===== config.mk =====
export PLATFORM = sky130hd
export DESIGN_NAME = dmem_arbiter_flat
export DESIGN_NICKNAME = d
export VERILOG_FILES = /design/src/rtl/dmem_arb_pkg.sv /design/src/rtl/dmem_arbiter_if.sv /design/src/rtl/dmem_arb_pick.sv /design/src/rtl/dmem_arbiter.sv /design/src/flat_wrapper.sv
export SDC_FILE = /design/constraint.sdc
export NUM_CORES = 1
export LEC_CHECK = 0
export BUFFER_PORTS_ARGS = -buffer_cell sky130_fd_sc_hd__buf_4
export CORE_ASPECT_RATIO = 2
export CORE_MARGIN = 5
export CORE_UTILIZATION = 46
export CTS_CLUSTER_SIZE = 25
export DETAILED_ROUTE_END_ITERATION = 6
export PLACE_DENSITY = 0.86
export SYNTH_ARGS = -nofsm -noshare
export SYNTH_HDL_FRONTEND = slang
export SYNTH_HIERARCHICAL = 1
export SYNTH_SLANG_ARGS = --single-unit

===== constraint.sdc =====
create_clock -name clk -period 5.8 [get_ports clk]
set_clock_uncertainty 0.2 [all_clocks]
set_input_delay 0.29 -clock clk [delete_from_list [all_inputs] [get_ports clk]]
set_output_delay 0.29 -clock clk [all_outputs]
set_load 0.1 [all_outputs]

===== src/rtl/dmem_arb_pkg.sv =====
// Shared types and constants for the two-port DataMemory arbiter.
package dmem_arb_pkg;

  localparam int AW_DEF = 32;
  localparam int DW_DEF = 32;

  localparam logic PORT0 = 1'b0;
  localparam logic PORT1 = 1'b1;

  typedef enum logic [1:0] {
    IDLE   = 2'd0,
    ACCESS = 2'd1,
    RESP   = 2'd2
  } state_e;

endpackage


===== src/rtl/dmem_arbiter_if.sv =====
// Bundle of requester-side and memory-side signals around the arbiter.
interface dmem_arbiter_if
  import dmem_arb_pkg::*;
#(
  parameter int AW = AW_DEF,
  parameter int DW = DW_DEF
);
  logic          req0, req1;
  logic          we0, we1;
  logic [AW-1:0] addr0, addr1;
  logic [DW-1:0] wdata0, wdata1;
  logic          gnt0, gnt1;
  logic          ack0, ack1;
  logic [DW-1:0] rdata0, rdata1;
  logic [AW-1:0] mem_addr;
  logic [DW-1:0] mem_din;
  logic [DW-1:0] mem_dout;
  logic          mem_read, mem_write;

  modport slave (
    input  req0, req1, we0, we1, addr0, addr1, wdata0, wdata1, mem_dout,
    output gnt0, gnt1, ack0, ack1, rdata0, rdata1,
           mem_addr, mem_din, mem_read, mem_write
  );

  modport master (
    output req0, req1, we0, we1, addr0, addr1, wdata0, wdata1, mem_dout,
    input  gnt0, gnt1, ack0, ack1, rdata0, rdata1,
           mem_addr, mem_din, mem_read, mem_write
  );
endinterface


===== src/rtl/dmem_arb_pick.sv =====
// Combinational winner selection. DMEM_ARB_ROUND_ROBIN_EN selects round-robin
// tie breaking; otherwise port 0 always wins a tie.
module dmem_arb_pick
  import dmem_arb_pkg::*;
(
  input  logic req0,
  input  logic req1,
  input  logic last,
  output logic valid,
  output logic winner
);

  always_comb begin
    valid  = req0 | req1;
    winner = PORT0;
    if (req0 && req1) begin
`ifdef DMEM_ARB_ROUND_ROBIN_EN
      winner = ~last;
`else
      winner = PORT0;
`endif
    end else if (req1) begin
      winner = PORT1;
    end
  end

`ifndef DMEM_ARB_ROUND_ROBIN_EN
  logic unused_last;
  assign unused_last = last;
`endif

endmodule


===== src/rtl/dmem_arbiter.sv =====
// Two-port arbiter/sequencer for the single-ported DataMemory: IDLE -> ACCESS -> RESP.
// Optional round-robin tie breaking via DMEM_ARB_ROUND_ROBIN_EN.
module dmem_arbiter
  import dmem_arb_pkg::*;
#(
  parameter int AW = AW_DEF,
  parameter int DW = DW_DEF
) (
  input logic           clk,
  input logic           rst,
  dmem_arbiter_if.slave bus
);

  state_e        state_q, state_d;
  logic          winner_q, winner_d;
  logic          gnt0_q, gnt0_d, gnt1_q, gnt1_d;
  logic          ack0_q, ack0_d, ack1_q, ack1_d;
  logic          mem_read_q, mem_read_d, mem_write_q, mem_write_d;
  logic [AW-1:0] mem_addr_q, mem_addr_d;
  logic [DW-1:0] mem_din_q, mem_din_d;
  logic [DW-1:0] rdata0_q, rdata0_d, rdata1_q, rdata1_d;

  logic pick_valid, pick_winner, last_win, sel_we;

  dmem_arb_pick u_pick (
    .req0   (bus.req0),
    .req1   (bus.req1),
    .last   (last_win),
    .valid  (pick_valid),
    .winner (pick_winner)
  );

`ifdef DMEM_ARB_ROUND_ROBIN_EN
  logic ptr_q, ptr_d;
  always_comb ptr_d = (state_q == IDLE && pick_valid) ? pick_winner : ptr_q;
  // Reset to port 1 so that port 0 takes the first tie.
  always_ff @(posedge clk or posedge rst) begin
    if (rst) ptr_q <= PORT1;
    else     ptr_q <= ptr_d;
  end
  assign last_win = ptr_q;
`else
  assign last_win = PORT1;
`endif

  assign sel_we = (pick_winner == PORT1) ? bus.we1 : bus.we0;

  always_comb begin
    state_d     = state_q;
    winner_d    = winner_q;
    gnt0_d      = 1'b0;
    gnt1_d      = 1'b0;
    ack0_d      = 1'b0;
    ack1_d      = 1'b0;
    mem_read_d  = 1'b0;
    mem_write_d = 1'b0;
    mem_addr_d  = mem_addr_q;
    mem_din_d   = mem_din_q;
    rdata0_d    = rdata0_q;
    rdata1_d    = rdata1_q;
    case (state_q)
      IDLE: begin
        if (pick_valid) begin
          state_d     = ACCESS;
          winner_d    = pick_winner;
          gnt0_d      = (pick_winner == PORT0);
          gnt1_d      = (pick_winner == PORT1);
          mem_write_d = sel_we;
          mem_read_d  = ~sel_we;
          mem_addr_d  = (pick_winner == PORT1) ? bus.addr1 : bus.addr0;
          mem_din_d   = (pick_winner == PORT1) ? bus.wdata1 : bus.wdata0;
        end
      end
      ACCESS: begin
        state_d = RESP;
        ack0_d  = (winner_q == PORT0);
        ack1_d  = (winner_q == PORT1);
        // mem_read_q mirrors the latched direction during ACCESS.
        if (mem_read_q) begin
          if (winner_q == PORT0) rdata0_d = bus.mem_dout;
          else                   rdata1_d = bus.mem_dout;
        end
      end
      RESP:    state_d = IDLE;
      default: state_d = IDLE;
    endcase
  end

  always_ff @(posedge clk or posedge rst) begin
    if (rst) begin
      state_q     <= IDLE;
      winner_q    <= PORT0;
      gnt0_q      <= 1'b0;
      gnt1_q      <= 1'b0;
      ack0_q      <= 1'b0;
      ack1_q      <= 1'b0;
      mem_read_q  <= 1'b0;
      mem_write_q <= 1'b0;
      mem_addr_q  <= '0;
      mem_din_q   <= '0;
      rdata0_q    <= '0;
      rdata1_q    <= '0;
    end else begin
      state_q     <= state_d;
      winner_q    <= winner_d;
      gnt0_q      <= gnt0_d;
      gnt1_q      <= gnt1_d;
      ack0_q      <= ack0_d;
      ack1_q      <= ack1_d;
      mem_read_q  <= mem_read_d;
      mem_write_q <= mem_write_d;
      mem_addr_q  <= mem_addr_d;
      mem_din_q   <= mem_din_d;
      rdata0_q    <= rdata0_d;
      rdata1_q    <= rdata1_d;
    end
  end

  assign bus.gnt0      = gnt0_q;
  assign bus.gnt1      = gnt1_q;
  assign bus.ack0      = ack0_q;
  assign bus.ack1      = ack1_q;
  assign bus.rdata0    = rdata0_q;
  assign bus.rdata1    = rdata1_q;
  assign bus.mem_addr  = mem_addr_q;
  assign bus.mem_din   = mem_din_q;
  assign bus.mem_read  = mem_read_q;
  assign bus.mem_write = mem_write_q;

endmodule


===== src/flat_wrapper.sv =====
// flat-port wrapper written by rule: the top's interface ports become plain ports
module dmem_arbiter_flat import dmem_arb_pkg::*;
#(
  parameter int AW = AW_DEF,
  parameter int DW = DW_DEF
)
  (clk, rst, bus_req0, bus_req1, bus_we0, bus_we1, bus_addr0, bus_addr1, bus_wdata0, bus_wdata1, bus_mem_dout, bus_gnt0, bus_gnt1, bus_ack0, bus_ack1, bus_rdata0, bus_rdata1, bus_mem_addr, bus_mem_din, bus_mem_read, bus_mem_write);
  dmem_arbiter_if #(.AW(AW), .DW(DW)) bus_i ();
  input logic clk;
  input logic rst;
  input wire logic [$bits(bus_i.req0)-1:0] bus_req0;
  input wire logic [$bits(bus_i.req1)-1:0] bus_req1;
  input wire logic [$bits(bus_i.we0)-1:0] bus_we0;
  input wire logic [$bits(bus_i.we1)-1:0] bus_we1;
  input wire logic [$bits(bus_i.addr0)-1:0] bus_addr0;
  input wire logic [$bits(bus_i.addr1)-1:0] bus_addr1;
  input wire logic [$bits(bus_i.wdata0)-1:0] bus_wdata0;
  input wire logic [$bits(bus_i.wdata1)-1:0] bus_wdata1;
  input wire logic [$bits(bus_i.mem_dout)-1:0] bus_mem_dout;
  output wire logic [$bits(bus_i.gnt0)-1:0] bus_gnt0;
  output wire logic [$bits(bus_i.gnt1)-1:0] bus_gnt1;
  output wire logic [$bits(bus_i.ack0)-1:0] bus_ack0;
  output wire logic [$bits(bus_i.ack1)-1:0] bus_ack1;
  output wire logic [$bits(bus_i.rdata0)-1:0] bus_rdata0;
  output wire logic [$bits(bus_i.rdata1)-1:0] bus_rdata1;
  output wire logic [$bits(bus_i.mem_addr)-1:0] bus_mem_addr;
  output wire logic [$bits(bus_i.mem_din)-1:0] bus_mem_din;
  output wire logic [$bits(bus_i.mem_read)-1:0] bus_mem_read;
  output wire logic [$bits(bus_i.mem_write)-1:0] bus_mem_write;
  assign bus_i.req0 = bus_req0;
  assign bus_i.req1 = bus_req1;
  assign bus_i.we0 = bus_we0;
  assign bus_i.we1 = bus_we1;
  assign bus_i.addr0 = bus_addr0;
  assign bus_i.addr1 = bus_addr1;
  assign bus_i.wdata0 = bus_wdata0;
  assign bus_i.wdata1 = bus_wdata1;
  assign bus_i.mem_dout = bus_mem_dout;
  assign bus_gnt0 = bus_i.gnt0;
  assign bus_gnt1 = bus_i.gnt1;
  assign bus_ack0 = bus_i.ack0;
  assign bus_ack1 = bus_i.ack1;
  assign bus_rdata0 = bus_i.rdata0;
  assign bus_rdata1 = bus_i.rdata1;
  assign bus_mem_addr = bus_i.mem_addr;
  assign bus_mem_din = bus_i.mem_din;
  assign bus_mem_read = bus_i.mem_read;
  assign bus_mem_write = bus_i.mem_write;
  dmem_arbiter #(.AW(AW), .DW(DW)) u_core (.clk(clk), .rst(rst), .bus(bus_i));
endmodule

# [Yosys cells after proc, flatten, opt, wreduce, memory -nomap -nowiden]
# Cells that the tools add are included.
[classes] reduce_logical=5 bitwise=4 eq_ne=2 n_mux=17
[ops] operator="32-bit two-way mux" n=2
[ops] operator="1-bit two-way mux" n=13
[ops] operator="3-bit AND reduction" n=2
[ops] operator="2-bit case mux with 2 select lines" n=1
[ops] operator="1-bit inverter" n=3
[ops] operator="2-bit by 1-bit == test with 1-bit output, second input constant" n=1
[ops] operator="2-bit zero test" n=1
[ops] operator="2-bit two-way mux" n=1
[ops] operator="2-bit by 1-bit inequality test with 1-bit output, second input constant" n=1
[ops] operator="2-bit AND reduction" n=1
[ops] operator="1-bit logical AND" n=1
[ops] operator="1-bit OR" n=1
[word_totals] regBits=137 word_cells=40

# [Depth between registers and ports, before layout]
# Gate-level depths: netlist of the first run.
[logic_depth] word_depth=6 mapped_depth=6 mapped_depth_nobuf=4

# [By module]
# Netlist of the first run, hierarchy kept.
[modules_own_cells] mod="dmem_arbiter" cells_each=366 area_each_um2=5974.5 n_inst=1
[modules_own_cells] mod="dmem_arb_pick" cells_each=2 area_each_um2=12.5 n_inst=1

# [Worst setup path after synthesis of the first run]
# Ideal clock, no wire load.
[synth_path] path_type="register to register" startpoint="register u_core.mem_read_q, in the netlist u_core/bus.mem_read" endpoint="register u_core.rdata0_q[0], in the netlist u_core/bus.rdata0[0]" t_arrival_ns=1.981 path_stages_with_launch=5 setup_time_ns=0.125 path_slack_ns=3.493 path_buffers=2 t_required_ns=5.475 cell_sequence="dfrtp_1 nor4bb_1 clkbuf_1 buf_4 mux2_2"
[synth_via] elab_chain_len=1
[synth_rtl] element="start, declared" line="dmem_arbiter.sv:18" rtl="logic mem_read_q, mem_read_d, mem_write_q, mem_write_d;"
[synth_rtl] element="start signal, assigned" line="dmem_arbiter.sv:110" rtl="mem_read_q <= mem_read_d;"
[synth_rtl] element="3-bit AND reduction (no line)"
[synth_rtl] element="end signal, assigned" line="dmem_arbiter.sv:114" rtl="rdata0_q <= rdata0_d;"
[synth_rtl] element="end, declared" line="dmem_arbiter.sv:21" rtl="logic [DW-1:0] rdata0_q, rdata0_d, rdata1_q, rdata1_d;"
# Every way passes these cells.
# A chain may end at the register's enable or synchronous reset.

# [Worst setup path in the final report of the first run]
[layout_path] startpoint="register u_core.state_q[1]" endpoint="register u_core.mem_addr_q[1], in the netlist u_core/bus.mem_addr[1]"
[layout_via] elab_chain_len=2
[layout_rtl] element="start, declared" line="dmem_arbiter.sv:14" rtl="state_e state_q, state_d;"
[layout_rtl] element="start signal, assigned" line="dmem_arbiter.sv:104" rtl="state_q <= state_d;"
[layout_rtl] element="2-bit zero test" line="dmem_arbiter.sv:61" rtl="case (state_q)"
[layout_rtl] element="2-bit AND reduction (no line)"
[layout_rtl] element="end signal, assigned" line="dmem_arbiter.sv:112" rtl="mem_addr_q <= mem_addr_d;"
[layout_rtl] element="end, declared" line="dmem_arbiter.sv:19" rtl="logic [AW-1:0] mem_addr_q, mem_addr_d;"
# Every way passes these cells.

==> impl_metrics.toml, run 1 <==
[outcome]
run_status = "complete, no violations"

[logic_synthesis]
mappedNetlistNets = 533
synth_area_per_cell_um2 = 16.3
synthesis.yosys.warnings = 6
syn-instance-count = 367
synth_area_um2 = 5980

[drt]
detail_route.vias_per_cell = 5.00
antenna_left = 0
average_routed_wire_per_standard_cell_um = 19.9
postRouteWirelength_um = 17200
initialDrtViolationCount = 117
firstDrtPassIters = 6
num_vias = 4334
post-route-drc-count = 0

[clock_tree]
htree_num_levels = 4
clock-sinks = 137
clkLatencyLatePin_ns = 0.40
cts_resized = 0
post_cts_setup_inserts = 0
clkSlewWorstSetupHoldPaths_ns = 0.07
ctsHoldBuffers = 34
clock_tree.root_cell = "sky130_fd_sc_hd__clkbuf_16"
clock_tree.buffer_depth = 2
number_of_buffers_added_by_the_clock_tree_synthesis_step = 17
tritoncts = "built"

[sta]
fin_worst_hold_slack_ns = 0.0121
maxSlewHeadroom_pct = 33.5
hold_violations = 0
layout_worst_path_cycle_share_pct = 44.7
period_minus_slack_ns = 2.60
finalSetupViolCount = 0
max_freq_mhz = 385
tightestPinTransition_ns = 0.998
final.setup.tns_ns = 0
slew_viol_final = 0
unrepaired_setup_endpoints_after_global_routing = "false"

[die]
rows = 59
floorplan.core_area_um2 = 12900
initial_core_util_pct = 46.3
pin_count = 300
die-area_um2 = 15500
die_height_um = 171
fp.dieW_um = 90.6

[hold_path]
worst_hold_path_type = "input pin to flop"

[worst_setup_path]
setup.worst_path.end_class = "flop"
critPathMaxFanout = 37
critical_path.slowest_cell = "sky130_fd_sc_hd__buf_4"
worst_ep_required_time_ns = 5.90
path_class = "flop to flop"
critPathArrivalTime_ns = 2.69
critical-path-top-delay-family = "buffers and inverters"
worst-path-buf-inv = 2
critPathMaxStageDelay_ns = 0.58
path_cells = "or3b_4, clkinv_2, buf_4, mux2_2"
crit_path_start_kind = "flop"

[placed_design]
gp_routability_congestion = 0.813
placement.io_buffers = 299
hpwl_um = 12600
dp_cells = 801

[finish]
num-nets-final = 868
layout.cells.non_filler = 866
final_layout_size_suffix_gt1_share_pct = 74.4
finish.utilization_pct = 71.6
mostFrequentLayoutCell = "sky130_fd_sc_hd__buf_4"
layout-area-overhead-vs-synth_pct = 54.6
mostFrequentLayoutCells = "sky130_fd_sc_hd__buf_4, sky130_fd_sc_hd__mux2_2, sky130_fd_sc_hd__dfrtp_1"
insertedDiodeCount = 0

[grt]
grt_pass1_wl_um = 27200
grt_overflow_total = 0
grt_util_all_layers_pct = 22.2
number_of_global_route_vias_before_repair = 5173
antenna_violations_before_repair = 0
grt_max_degree = 80

[run]
cap_viol_max_count = 0
layout make-up:
cell class | instances | area, um2
clock buffer | 17 | 425
clock inverter | 14 | 183
inverter | 2 | 13.8
timing repair buffer | 338 | 2620
tap | 152 | 190
multi-input combinational | 206 | 2390
sequential | 137 | 3430
fill | 854 | 3670
layer usage:
layer	routed length, um	track usage, %
met4	598	10.7
met5	0	0
met1	5940	24.2
met3	1140	6.48
met2	9570	39.1
registers in the layout (all words and copies together) (netlist names):
register,flops
u_core/bus.rdata0,32
u_core/bus.gnt0,1
u_core/bus.ack0,1
u_core/state_q,2
u_core/bus.rdata1,32
u_core/bus.ack1,1
u_core/bus.mem_read,1
u_core/bus.mem_addr,32
u_core/bus.mem_write,1
u_core/bus.gnt1,1
u_core/winner_q,1
u_core/bus.mem_din,32
worst min-delay path: cells and delay by family:
family	cells	cell delay, ns
simple gates	1	0.11
mux	1	0.09
buf+inv	1	0.08
final timing paths:
check | from | endpoint | slack [ns] | depth (start not counted)
max in group asynchronous | rst | u_core/bus.rdata1[4] | 3.72 | 4
setup reg to reg | u_core/state_q[1] | u_core/bus.mem_addr[1] | 3.20 | 4
setup / recovery | u_core/state_q[1] | u_core/bus.mem_addr[1] | 3.20 | 4
min in group asynchronous | rst | u_core/bus.rdata0[23] | 0.29 | 3
hold / removal | bus_we1 | u_core/bus.mem_write | 0.01 | 3
hold reg to reg | u_core/bus.rdata1[10] | u_core/bus.rdata1[10] | 0.31 | 1
metrics by stage:
step	area, um2	setup slack [ns]
CTS	9250	3.18
finish	9250	3.20
floorplan	5980	1.64
global placement	8300	3.17
detailed placement	8300	3.12
global route	9250	3.08
Power of run 1 is left out: the tool's default activity adds up to more than one toggle a clock period on the data nets, which glitch-free logic cannot reach.
==> run 2, diff against run 1 <==
--- a/config.mk
+++ b/config.mk
@@ -8,10 +8,10 @@
 export BUFFER_PORTS_ARGS = -buffer_cell sky130_fd_sc_hd__buf_4
 export CORE_ASPECT_RATIO = 2
 export CORE_MARGIN = 5
-export CORE_UTILIZATION = 46
+export CORE_UTILIZATION = 42
 export CTS_CLUSTER_SIZE = 25
 export DETAILED_ROUTE_END_ITERATION = 6
-export PLACE_DENSITY = 0.86
+export PLACE_DENSITY = 0.83
 export SYNTH_ARGS = -nofsm -noshare
 export SYNTH_HDL_FRONTEND = slang
 export SYNTH_HIERARCHICAL = 1
==> constraint.sdc (replaced) <==
create_clock -name clk -period 2.35 [get_ports clk]
set_clock_uncertainty 0.2 [all_clocks]
set_input_delay 0.1175 -clock clk [delete_from_list [all_inputs] [get_ports clk]]
set_output_delay 0.1175 -clock clk [all_outputs]
set_load 0.1 [all_outputs]
==> run 2 against run 1 <==
Via count up 19%. Routed wire length up 24%. Non-clock buffer count up 134. Worst setup slack worse by 3.0 ns. Critical path depth up 2. Sequential share of layout area down 4.9 points. Count of clock-buffer cells in the layout up 1. Critical path type is now input pin to flop.
==> impl_metrics.toml, run 2 (synthesized netlist as in run 1, its figures left out) <==
[outcome]
run_status = "complete, no violations"

[drt]
antenna_left = 0
detail_route.vias_per_cell = 4.92
average_routed_wire_per_standard_cell_um = 20.5
initialDrtViolationCount = 161
firstDrtPassIters = 4
post-route-drc-count = 0
postRouteWirelength_um = 21400
num_vias = 5139

[clock_tree]
cts_resized = 0
clock-sinks = 137
number_of_buffers_added_by_the_clock_tree_synthesis_step = 17
htree_num_levels = 4
ctsHoldBuffers = 165
clkLatencyLatePin_ns = 0.40
post_cts_setup_inserts = 0
clock_tree.root_cell = "sky130_fd_sc_hd__clkbuf_16"
clock_tree.buffer_depth = 2
clkSlewWorstSetupHoldPaths_ns = 0.06
tritoncts = "built"

[sta]
fin_worst_hold_slack_ns = 0.0906
slew_viol_final = 0
period_minus_slack_ns = 2.15
hold_violations = 0
max_freq_mhz = 465
tightestPinTransition_ns = 0.756
layout_worst_path_cycle_share_pct = 91.5
finalSetupViolCount = 0
final.setup.tns_ns = 0
maxSlewHeadroom_pct = 49.6
unrepaired_setup_endpoints_after_global_routing = "false"
postLayoutSetupSlackWorst_ns = 0.199

[die]
initial_core_util_pct = 42.8
floorplan.core_area_um2 = 14000
fp.dieW_um = 94.4
die-area_um2 = 16900
pin_count = 300
rows = 61
die_height_um = 179

[run]
cap_viol_max_count = 0

[worst_setup_path]
critical-path-top-delay-family = "buffers and inverters"
setup.worst_path.end_class = "flop"
reg2reg_from = "u_core/state_q[1]"
crit_start = "bus_req0"
critical_path.slowest_cell = "sky130_fd_sc_hd__dlygate4sd3_1"
worst-path-buf-inv = 3
timing.rr.end = "u_core/bus.mem_addr[28]"
critPathMaxFanout = 6
path_class = "input pin to flop"
critPathArrivalTime_ns = 2.23
critPathMaxStageDelay_ns = 0.55
path_common_cell = "sky130_fd_sc_hd__dlygate4sd3_1"
worst_ep_required_time_ns = 2.43
rr_worst_depth = 4
crit_path_start_kind = "input pin"
ff2ff_setup_slack_ns = 0.31
path_cells = "dlygate4sd3_1, buf_4, nor2b_4, mux2_2, dlygate4sd3_1, mux2_4"

[finish]
area_used_by_multi_input_combinational_logic_um2 = 2390
num-nets-final = 1002
layout-area-overhead-vs-synth_pct = 78.3
mostFrequentLayoutCells = "sky130_fd_sc_hd__buf_4, sky130_fd_sc_hd__dlygate4sd3_1, sky130_fd_sc_hd__mux2_2"
mostFrequentLayoutCell = "sky130_fd_sc_hd__buf_4"
final_layout_size_suffix_gt1_share_pct = 62.9
fill_cells = 782
final-seq-area_um2 = 3430
layout.cells.non_filler = 1044

[grt]
antenna_violations_before_repair = 4
grt_pass1_wl_um = 32500
grt_max_degree = 138
number_of_global_route_vias_before_repair = 6155
grt_overflow_total = 0
grt_util_all_layers_pct = 25.7

[hold_path]
hold-path-endpoint = "u_core/winner_q"
hold_start = "bus_req1"
worst_hold_path_type = "input pin to flop"
timing.hold.worst_path_depth = 3

[placed_design]
gp_routability_congestion = 0.776
hpwl_um = 12600
placement.io_buffers = 299
dp_cells = 841
pre_cts_ws_ns = 0.320
-- run 2: cell types whose count changed in the layout (fill, tap and decap cells not counted) --
cell,previous run,this run
sky130_fd_sc_hd__dlygate4sd3_1,34,165
sky130_fd_sc_hd__buf_12,0,6
sky130_fd_sc_hd__diode_2,0,6
sky130_fd_sc_hd__clkinv_4,0,4
sky130_fd_sc_hd__buf_4,304,301
sky130_fd_sc_hd__bufinv_16,3,0
sky130_fd_sc_hd__inv_6,8,5
sky130_fd_sc_hd__inv_8,1,3
sky130_fd_sc_hd__clkbuf_1,0,1
sky130_fd_sc_hd__clkinv_2,2,1
sky130_fd_sc_hd__clkinvlp_4,2,3
-- run 2: layout make-up --
| type | instances | share of cell area (%) |
|---|---|---|
| diodes | 6 | 0.141 |
| clock buffers | 18 | 4.02 |
| clock inverters | 14 | 1.20 |
| inverters | 2 | 0.117 |
| multi-input cells | 206 | 22.4 |
| flip-flops and latches | 137 | 32.1 |
| well taps | 189 | 2.22 |
| repair buffers | 472 | 37.8 |
-- run 2: layer usage --
layer | wire length (um) | share of wire [%] | track usage [%]
met3 | 1550 | 7.2 | 6.89
met1 | 6820 | 32 | 24.9
met2 | 11500 | 54 | 44.8
met5 | 0 | 0 | 0
met4 | 1580 | 7.4 | 20.3
-- run 2: worst reg2reg max path, delay by kind of cell, from the launching register on --
kind | cells | cell delay, ns
flops | 1 | 0.43
simple gates | 1 | 0.42
buf+inv | 2 | 0.48
mux | 1 | 0.39
-- run 2: how the worst max path moves through the flow --
| stage | endpoint | cells past startpoint |
|---|---|---|
| 2_1_floorplan | u_core/bus.rdata0[0] | 4 |
| 3_3_place_gp | u_core/bus.mem_addr[28] | 4 |
| 3_5_place_dp | u_core/bus.mem_addr[1] | 4 |
| 4_1_cts | u_core/bus.mem_din[6] | 6 |
| 5_1_grt | u_core/bus.mem_din[6] | 6 |
| 6_report | u_core/bus.mem_din[6] | 6 |
-- run 2: metrics by stage --
stage / instance area, um2 / utilization, %
6_report: 10700 / 76.4
4_1_cts: 10700 / 76.3
2_1_floorplan: 5990 / -
3_3_place_gp: 8450 / 60.5
5_1_grt: 10700 / 76.4
3_5_place_dp: 8450 / 60.5
Power of run 2 is left out for the same reason.
